$ cat src/rtl/imem_loader.sv
// Host program loader: parses framed byte stream (sync, length, LE data words, XOR checksum),
// writes words into the instruction memory and holds the CPU in reset until a valid frame lands.
module imem_loader #(
    parameter int DATA_WIDTH    = 32,
    parameter int ADDRESS_WIDTH = 32,
    parameter int IMEM_DEPTH    = 1024
) (
    input  logic                     clk,
    input  logic                     rst,
    input  logic                     byte_valid,
    input  logic [7:0]               byte_data,
    output logic                     byte_ready,
    output logic                     imem_we,
    output logic [ADDRESS_WIDTH-1:0] imem_addr,
    output logic [DATA_WIDTH-1:0]    imem_wdata,
    output logic                     cpu_rst,
    output logic                     load_done,
    output logic                     err,
    output logic [2:0]               dbg_state
);

    // Byte handshake: a byte transfers on a rising clk edge where byte_valid && byte_ready;
    // byte_ready drops only in WR, so a held byte is taken the cycle after WR.
    typedef enum logic [2:0] {
        S_IDLE = 3'd0,
        S_LEN0 = 3'd1,
        S_LEN1 = 3'd2,
        S_DATA = 3'd3,
        S_WR   = 3'd4,
        S_CHK  = 3'd5,
        S_DONE = 3'd6,
        S_ERR  = 3'd7
    } state_t;

    localparam logic [7:0] SYNC_BYTE = 8'hA5;

    state_t                   state_q, state_d;
    logic [15:0]              len_q, len_d;
    logic [DATA_WIDTH-1:0]    word_q, word_d;
    logic [1:0]               byte_cnt_q, byte_cnt_d;
    logic [15:0]              word_idx_q, word_idx_d;
    logic [7:0]               xor_q, xor_d;
    logic                     imem_we_q, imem_we_d;
    logic [ADDRESS_WIDTH-1:0] imem_addr_q, imem_addr_d;
    logic [DATA_WIDTH-1:0]    imem_wdata_q, imem_wdata_d;

    logic                     accept;
    logic [16:0]              len_new;
    logic [DATA_WIDTH-1:0]    word_shift;
    logic [15:0]              word_idx_inc;

    assign accept       = byte_valid && byte_ready;
    assign len_new      = {1'b0, byte_data, len_q[7:0]};
    // Little-endian: each new byte enters at the top and older bytes slide down.
    assign word_shift   = {byte_data, word_q[DATA_WIDTH-1:8]};
    assign word_idx_inc = word_idx_q + 16'd1;

    always_ff @(posedge clk or negedge rst) begin
        if (!rst) begin
            state_q      <= S_IDLE;
            len_q        <= '0;
            word_q       <= '0;
            byte_cnt_q   <= '0;
            word_idx_q   <= '0;
            xor_q        <= '0;
            imem_we_q    <= 1'b0;
            imem_addr_q  <= '0;
            imem_wdata_q <= '0;
        end else begin
            state_q      <= state_d;
            len_q        <= len_d;
            word_q       <= word_d;
            byte_cnt_q   <= byte_cnt_d;
            word_idx_q   <= word_idx_d;
            xor_q        <= xor_d;
            imem_we_q    <= imem_we_d;
            imem_addr_q  <= imem_addr_d;
            imem_wdata_q <= imem_wdata_d;
        end
    end

    always_comb begin
        state_d      = state_q;
        len_d        = len_q;
        word_d       = word_q;
        byte_cnt_d   = byte_cnt_q;
        word_idx_d   = word_idx_q;
        xor_d        = xor_q;
        imem_we_d    = 1'b0;
        imem_addr_d  = imem_addr_q;
        imem_wdata_d = imem_wdata_q;

        case (state_q)
            S_IDLE, S_DONE, S_ERR: begin
                if (accept && byte_data == SYNC_BYTE) begin
                    state_d    = S_LEN0;
                    xor_d      = '0;
                    word_idx_d = '0;
                    byte_cnt_d = '0;
                end
            end
            S_LEN0: begin
                if (accept) begin
                    len_d[7:0] = byte_data;
                    xor_d      = xor_q ^ byte_data;
                    state_d    = S_LEN1;
                end
            end
            S_LEN1: begin
                if (accept) begin
                    len_d[15:8] = byte_data;
                    xor_d       = xor_q ^ byte_data;
                    if (len_new > 17'(IMEM_DEPTH)) begin
                        state_d = S_ERR;
                    end else if (len_new == 17'd0) begin
                        state_d = S_CHK;
                    end else begin
                        state_d = S_DATA;
                    end
                end
            end
            S_DATA: begin
                if (accept) begin
                    xor_d      = xor_q ^ byte_data;
                    word_d     = word_shift;
                    byte_cnt_d = byte_cnt_q + 2'd1;
                    // Write port registers load here so they line up with the WR cycle.
                    if (byte_cnt_q == 2'd3) begin
                        state_d      = S_WR;
                        imem_we_d    = 1'b1;
                        imem_addr_d  = ADDRESS_WIDTH'({word_idx_q, 2'b00});
                        imem_wdata_d = word_shift;
                    end
                end
            end
            S_WR: begin
                word_idx_d = word_idx_inc;
                state_d    = (word_idx_inc < len_q) ? S_DATA : S_CHK;
            end
            S_CHK: begin
                if (accept) begin
                    state_d = (byte_data == xor_q) ? S_DONE : S_ERR;
                end
            end
            default: state_d = S_IDLE;
        endcase
    end

    assign byte_ready = (state_q != S_WR);
    assign imem_we    = imem_we_q;
    assign imem_addr  = imem_addr_q;
    assign imem_wdata = imem_wdata_q;
    assign cpu_rst    = (state_q != S_DONE);
    assign load_done  = (state_q == S_DONE);
    assign err        = (state_q == S_ERR);
    assign dbg_state  = state_q;

endmodule

$ cat config.mk
export PLATFORM = sky130hd
export DESIGN_NAME = imem_loader
export DESIGN_NICKNAME = d
export VERILOG_FILES = /design/src/rtl/imem_loader.sv
export SDC_FILE = /design/constraint.sdc
export NUM_CORES = 1
export LEC_CHECK = 0
export CELL_PAD_IN_SITES_DETAIL_PLACEMENT = 1
export CELL_PAD_IN_SITES_GLOBAL_PLACEMENT = 2
export CORE_MARGIN = 2
export CORE_UTILIZATION = 30
export DETAILED_ROUTE_END_ITERATION = 10
export PLACE_DENSITY_LB_ADDON = 0.25
export SLEW_MARGIN = 20
export SYNTH_ARGS = -nofsm -noshare
export SYNTH_HDL_FRONTEND = slang
export SYNTH_SLANG_ARGS = --single-unit
$ cat constraint.sdc
create_clock -name clk -period 2.7 [get_ports clk]
set_input_delay 0.27 -clock clk [delete_from_list [all_inputs] [get_ports clk]]
set_output_delay 0.27 -clock clk [all_outputs]
set_load 0.01 [all_outputs]
==> results of run 1 <==
[per-layer routing]
metal	global-route usage (%)	up-vias
li1	-	2197
met1	20.90	2326
met2	27.22	72
met3	3.940	20
met4	5.314	0
met5	0	-
[worst min path at each step]
| stage | from | endpoint | slack, ps | cells past startpoint |
|---|---|---|---|---|
| finish | rst | imem_wdata[26] | 440 | 2 |
| global route | rst | imem_wdata[26] | 490 | 2 |
| CTS | rst | imem_wdata[26] | 470 | 2 |
| detailed placement | rst | imem_wdata[26] | 360 | 1 |
| global placement | rst | imem_wdata[26] | 350 | 1 |
| floorplan | rst | byte_cnt_q[0] | -30 | 0 |
[power by group through the flow]
stage,clock [mW],combinational [mW],sequential [mW]
finish,2.26,3.25,2.84
global route,2.39,3.66,2.93
CTS,2.31,3.14,2.83
detailed placement,0,3.08,2.85
global placement,0,2.97,2.83
floorplan,0,1.82,2.83
[layout make-up]
class | instances | area [sq um] | share of cell area (%)
Clock inverter | 14 | 138.9 | 1.783
Inverter | 26 | 97.59 | 1.253
Timing Repair Buffer | 121 | 1099 | 14.10
Tap cell | 265 | 331.6 | 4.257
Sequential cell | 118 | 2954 | 37.93
Clock buffer | 18 | 439.2 | 5.639
Multi-Input combinational cell | 405 | 2729 | 35.04
[cell usage in the layout, fill, tap and decap left out, drive strengths merged, types with 8 or more instances in the layout]
cell type,synthesis,routed
dfrtp,118,118
nand2,113,113
clkdlybuf4s50,0,65
buf,26,55
mux2,44,44
o21ai,35,35
inv,26,35
a21oi,21,21
o2bb2ai,18,18
ha,18,18
clkbuf,24,18
nand2b,16,16
conb,1,16
xnor2,15,15
nand3,14,14
a31oi,10,10
nor2,8,8
[kinds of logic (layout without fill, tap and decap cells)]
logic type	count (synthesis)	after routing	synth area share, %
simple gates	192	192	15.35
flops	118	118	50.12
compound gates	113	113	12.81
buf+inv	76	179	6.137
mux	45	45	8.579
xor+xnor	21	21	3.122
fa+ha+maj	18	18	3.823
other cells	1	16	0.06365
[registers in the layout (all words and copies together) (netlist names), 2 cells and up]
signal	flops
word_idx_q	16
len_q	16
imem_wdata	32
xor_q	8
word_q	24
byte_cnt_q	2
dbg_state	3
imem_addr	16
[timing repair]
action                     4_1_cts  5_1_grt
buffers inserted                 2        8
hold endpoints to repair        52        0
hold buffers                     1        0
pin swaps                        2       12
setup endpoints to repair        2        2
gates resized for setup          5       10
==> flow_metrics.py, run 1 <==
metrics = {
    "power_and_ir_drop": {
        "p_per_area_nw_per_um2": 1071,
        "p_switching_mw": 3.083,
        "p_sw_share_pct": 36.97,
        "cell_internal_pwr_mw": 5.256,
        "p_total_mw": 8.339,
        "combPwrFrac_pct": 38.9,
        "p_leak_nw": 3.584,
        "ir_drop_uv": 514.0,
        "pwr-share-clk_pct": 27.0,
        "sequentialPowerShare_pct": 34.0,
    },
    "sta": {
        "layout_min_cycle_time_ps": 2636,
        "rsz0062_at_grt": "true",
        "hold_viol": 0,
        "hold_ws_ps": 437.6,
        "clock.fmax_mhz": 379.4,
        "drv_slew": 0,
        "max_slew_margin_pct": 51.49,
        "fin_setup_tns_ps": 0,
        "worst_slack_ps": 64.23,
        "fin_crit_sh_pct": 97.62,
        "tightest_slew_ps": 723.4,
        "clock_skew_ps": 11.45,
        "finalSetupViolations": 0,
    },
    "floorplan": {
        "chipWidth_um": 144.1,
        "row_count": 51,
        "io_pins": 83,
        "dieArea_sq_um": 20780,
        "start_util_pct": 30.37,
        "die_y_um": 144.1,
        "core_sq_um": 19400,
    },
    "detailed_routing": {
        "drt_pass1_iterations": 4,
        "routed-wl-met3_um": 558,
        "wl_per_cell_um": 16.65,
        "vias": 4615,
        "top_layer": "met4",
        "drt_iter0_markers": 200,
        "remaining_drc_errors": 0,
        "met2_length_um": 7820,
        "viasPerCell": 4.772,
        "wirelength_um": 16100,
        "antenna_left": 0,
        "wl_met1_um": 7511,
    },
    "cells_and_area": {
        "area_growth_pct": 32.19,
        "drive_above_1_share_pct": 22.36,
        "layout.cells.non_filler": 967,
        "diodes": 0,
        "finish.utilization_pct": 40.15,
        "layout.nets": 718,
        "design_area_sq_um": 7789,
        "fillCellCount": 2179,
    },
    "logic_synthesis": {
        "synthTopCellsByArea": "dfrtp_1 (50%), mux2_2 (8.4%), nand2_1 (7.2%)",
        "yosys_warnings": 0,
        "synth_top_cell_by_area": "dfrtp_1",
        "ys_types": 53,
        "ys_seq_area_share_pct": 50.12,
        "post-synth-top-count-cell": "dfrtp_1",
        "synth_common_cells": "dfrtp_1 (118), nand2_1 (113), mux2_2 (44)",
        "synthArstFlopShare_pct": 100.0,
        "syn-instance-count": 584,
        "synth_top_flop_cell": "dfrtp_1",
        "synth_edf_count": 0,
        "synth_area_sq_um": 5892,
        "avgSynthCellArea_sq_um": 10.09,
        "synth_top_area_share_pct": 50.12,
        "synth-seq-cells": 118,
    },
    "grt": {
        "gr-total-overflow": 0,
        "grt_max_degree": 67,
        "track_usage_pct": 16.32,
        "antenna_found_initial": 0,
        "grt_pass1_wl_um": 25710,
        "grt_pass1_vias": 4876,
    },
    "critical_path": {
        "crit_arrival_ps": 2980,
        "critPathRequiredTime_ps": 3050,
        "crit_end": "dbg_state[1]",
        "start_kind": "register",
        "critical_path_class": "reg -> reg",
        "cp_num_cells": 12,
        "setup.worst_path.end_class": "register",
        "rrSetupSlack_ps": 60,
        "critPathTopFamily": "simple AND/OR/NAND/NOR gates",
        "crit_top_cell": "buf_4",
        "cp_num_buf_inv": 2,
        "crit_fanout": 3,
        "r2r_start": "word_idx_q[0]",
        "cp-startpoint": "word_idx_q[0]",
        "worst_path_largest_cell_delay_ps": 370,
        "rr_worst_depth": 12,
        "crit_chain": "buf_4 -> nand3_4 -> nor4_4 -> and3_4 -> xor2_1 -> ha_1 -> a21oi_2 -> o21ai_0 -> a31oi_1 -> buf_4 -> nand4_1 -> a21oi_1",
        "r2r-end": "dbg_state[1]",
        "cp_slowest_cell": "nor4_4",
    },
    "clock_tree": {
        "clock_path_buffers": 2,
        "h-tree-depth": 4,
        "clk_pin_slew_ps": 60,
        "clkLatencyLatePin_ps": 430,
        "cts_buffers": 17,
        "cts_tree": "built",
        "cts_num_sinks": 118,
        "cts-root-buf": "clkbuf_16",
    },
    "min_path": {
        "hold_path.class": "in -> async",
    },
    "run_status": {
        "status": "finished clean",
    },
    "placed_design": {
        "numPortBuffers": 66,
        "gp_congestion": 0.7827,
        "dpl_cell_area_sq_um": 7054,
        "dp_cells": 925,
        "hpwl_um": 11320,
        "pre_cts_ws_ps": -96.73,
    },
    "run": {
        "cap_violations": 0,
    },
}
Note: power is estimated with default switching activity, not from simulation.
==> inputs of run 2 (changes only) <==
--- a/config.mk
+++ b/config.mk
@@ -5,12 +5,12 @@
 export SDC_FILE = /design/constraint.sdc
 export NUM_CORES = 1
 export LEC_CHECK = 0
+export ABC_AREA = 1
 export CELL_PAD_IN_SITES_DETAIL_PLACEMENT = 1
 export CELL_PAD_IN_SITES_GLOBAL_PLACEMENT = 2
-export CORE_MARGIN = 2
-export CORE_UTILIZATION = 30
+export CORE_UTILIZATION = 29
 export DETAILED_ROUTE_END_ITERATION = 10
-export PLACE_DENSITY_LB_ADDON = 0.25
+export PLACE_DENSITY_LB_ADDON = 0.1
 export SLEW_MARGIN = 20
 export SYNTH_ARGS = -nofsm -noshare
 export SYNTH_HDL_FRONTEND = slang
==> run 2 against run 1 <==
Non-clock buffer count shrank 39. Wire length shrank 5.1%. Die area shrank 3.6%. Worst hold slack lost 49 ps. Register-to-register slack gained 140 ps. Worst setup slack gained 140 ps. Maximum frequency grew 5.8%. Clock power grew 5%. Critical path depth grew 5. Power shrank 10%. Clock-buffer cell count grew 1. Cell area shrank 6.5%. Highest routed layer unchanged.
==> flow_metrics.py, run 2 <==
metrics = {
    "logic_synthesis": {
        "synthAdderAreaFrac_pct": 3.990,
        "syn-instance-count": 663,
        "synthArstFlopShare_pct": 100.0,
        "post-synth-top-count-cell": "nand2_1",
        "synth_xor_xnor_area_share_pct": 2.172,
        "synth_top_flop_cell": "dfrtp_1",
        "synth_top_cell_by_area": "dfrtp_1",
        "ys_types": 33,
        "synthTopCellsByArea": "dfrtp_1 (52%), nand2_1 (12%), inv_1 (6.1%)",
        "synth_compound_area_share_pct": 13.35,
        "yosys_warnings": 0,
        "synth-seq-cells": 118,
        "avgSynthCellArea_sq_um": 8.513,
        "synth_edf_count": 0,
        "ys_seq_area_share_pct": 52.32,
        "synth_common_cells": "nand2_1 (176), dfrtp_1 (118), inv_1 (92)",
        "synth_top_family_by_area": "simple AND/OR/NAND/NOR gates",
        "synth_area_sq_um": 5644,
        "synth_top_area_share_pct": 52.32,
        "synth-simple-area-share_pct": 17.42,
        "muxShareOfSynthArea_pct": 0,
    },
    "cells_and_area": {
        "largest_register_ffs": 32,
        "layout.nets": 773,
        "layout_common_cells": "nand2_1 (174), dfrtp_1 (117), inv_1 (91), clkdlybuf4s50_1 (65), o21ai_0 (61)",
        "layout_commonest_cell": "nand2_1",
        "diodes": 0,
        "drive_above_1_share_pct": 10.04,
        "finish.utilization_pct": 38.54,
        "design_area_sq_um": 7282,
        "area_growth_pct": 29.02,
    },
    "critical_path": {
        "crit_chain": "ha_2 -> nand2_2 -> nor2_4 -> nand3_4 -> nor2_4 -> nand3_4 -> nor2_2 -> nand2_1 -> and2_4 -> ha_1 -> nand4_1 -> a21oi_2 -> nor2_1 -> nand3_1 -> nand2_1 -> nand2_1 -> nand2_1",
        "critPathRequiredTime_ps": 3010,
        "cp_num_cells": 17,
        "critical_path_class": "reg -> reg",
        "crit_arrival_ps": 2800,
        "crit_top_cell": "nand2_1",
        "critPathTopFamily": "simple AND/OR/NAND/NOR gates",
        "cp_num_buf_inv": 0,
        "crit_fanout": 5,
        "start_kind": "register",
        "cp_slowest_cell": "dfrtp_1",
        "worst_path_largest_cell_delay_ps": 380,
        "setup.worst_path.end_class": "register",
        "rr_worst_depth": 17,
    },
    "clock_tree": {
        "cts-root-buf": "clkbuf_16",
        "cts_num_sinks": 118,
        "cts_buffers": 17,
        "clk_pin_slew_ps": 60,
        "clkLatencyLatePin_ps": 420,
        "h-tree-depth": 4,
        "cts_tree": "built",
        "clock_path_buffers": 2,
    },
    "sta": {
        "drv_slew": 0,
        "fin_setup_tns_ps": 0,
        "tightest_slew_ps": 627.8,
        "hold_ws_ps": 388.7,
        "max_slew_margin_pct": 58.09,
        "hold_viol": 0,
        "fin_crit_sh_pct": 92.28,
        "clock.fmax_mhz": 401.3,
        "layout_min_cycle_time_ps": 2492,
        "finalSetupViolations": 0,
        "clock_skew_ps": 9.304,
    },
    "grt": {
        "track_usage_pct": 16.39,
        "use_met2_pct": 25.95,
        "grt_pass1_wl_um": 25030,
        "grt_pass1_vias": 4727,
        "grt_max_degree": 77,
        "grt-busiest-layer": "met2",
        "gr-total-overflow": 0,
        "grtUsageMet3_pct": 4.219,
        "antenna_found_initial": 0,
        "grt_use_met1_pct": 21.85,
    },
    "floorplan": {
        "dieArea_sq_um": 20030,
        "die_y_um": 141.5,
        "row_count": 50,
        "chipWidth_um": 141.5,
        "start_util_pct": 29.87,
        "core_sq_um": 18890,
        "io_pins": 83,
    },
    "placed_design": {
        "hpwl_um": 10830,
        "gp_congestion": 0.8441,
        "dpl_cell_area_sq_um": 6549,
        "numPortBuffers": 66,
    },
    "detailed_routing": {
        "vias": 4498,
        "viasPerCell": 4.423,
        "antenna_left": 0,
        "wl_per_cell_um": 15.02,
        "wirelength_um": 15280,
        "drt_iter0_markers": 172,
        "remaining_drc_errors": 0,
        "drt_pass1_iterations": 4,
    },
    "run_status": {
        "status": "finished clean",
    },
    "min_path": {
        "hold_path.class": "in -> async",
    },
    "run": {
        "cap_violations": 0,
    },
    "power_and_ir_drop": {
        "ir_drop_uv": 480.6,
        "p_total_mw": 7.502,
        "p_leak_nw": 3.469,
        "p_per_area_nw_per_um2": 1030,
    },
}
-- run 2: cell types whose count changed after synthesis, sizes merged, moves of 7 or more --
cell | previous run | this run
o21ai | 35 | 109
inv | 26 | 98
nand2 | 113 | 177
mux2 | 44 | 0
nor2 | 8 | 32
o2bb2ai | 18 | 0
clkbuf | 24 | 8
nand2b | 16 | 0
xnor2 | 15 | 4
a31oi | 10 | 0
a21oi | 21 | 12
o22ai | 0 | 9
and3 | 7 | 0
or3 | 7 | 0
-- run 2: final cells by class --
cell class	count	area, sq um
Clock buffer	19	442.9
Fill cell	2235	11610
Tap cell	260	325.3
Inverter	98	367.9
Multi-Input combinational cell	427	2217
Timing Repair Buffer	82	805.8
Clock inverter	13	168.9
Sequential cell	118	2954
-- run 2: metrics by stage --
stage	instances	setup WS, ps
after detailed placement	979	-64.66
after CTS	1012	45.03
final	1017	208.3
after global routing	1017	-29.24
after floorplan	678	420.4
after global placement	979	97.42
-- run 2: cell families (layout without fill, tap and decap cells) --
family / after synthesis / in the layout
AO/OA/AOI/OAI: 141 / 141
adder cells (fa/ha/maj): 18 / 18
other: 1 / 16
XOR/XNOR: 14 / 14
AND/OR/NAND/NOR: 238 / 238
flip-flops: 118 / 118
buffers and inverters: 133 / 212
-- run 2: worst paths after layout --
check                              start             to  slack, ps
max                        word_idx_q[0]   dbg_state[1]        210
min                                  rst     word_q[11]        390
max reg2reg                word_idx_q[0]   dbg_state[1]        210
min reg2reg                imem_addr[10]  imem_addr[10]        480
max in group asynchronous            rst  word_idx_q[5]       1480
min in group clk           imem_addr[10]  imem_addr[10]        480
-- run 2: worst reg2reg max path, delay by kind of cell (launching register included) --
family                   cells  cell delay [ps]
flip-flops                   1              380
adder cells (fa/ha/maj)      2              470
AO/OA/AOI/OAI                1              150
AND/OR/NAND/NOR             14             1370
-- run 2: metal layers --
layer / vias up / wire, um / share of wire, %
met5: - / 0 / 0
li1: 2254 / - / -
met1: 2165 / 7532 / 49
met2: 64 / 7101 / 46
met3: 15 / 446 / 2.9
met4: 0 / 199 / 1.3
-- run 2: where the power goes --
| group | leakage, nW | switching, mW | internal, mW |
|---|---|---|---|
| combinational | 1.74 | 1.54 | 0.916 |
| sequential | 1.44 | 0.384 | 2.30 |
| clock | 0.287 | 0.883 | 1.49 |
| total | 3.47 | 2.80 | 4.70 |
-- run 2: timing repair --
| item | CTS | global route |
|---|---|---|
| setup buffers | 0 | 5 |
| endpoints found under the setup margin | 2 | 2 |
| gates resized for setup | 2 | 19 |
| pin swaps | 0 | 8 |
| hold buffers | 1 | 0 |
| hold endpoints to repair | 42 | 0 |
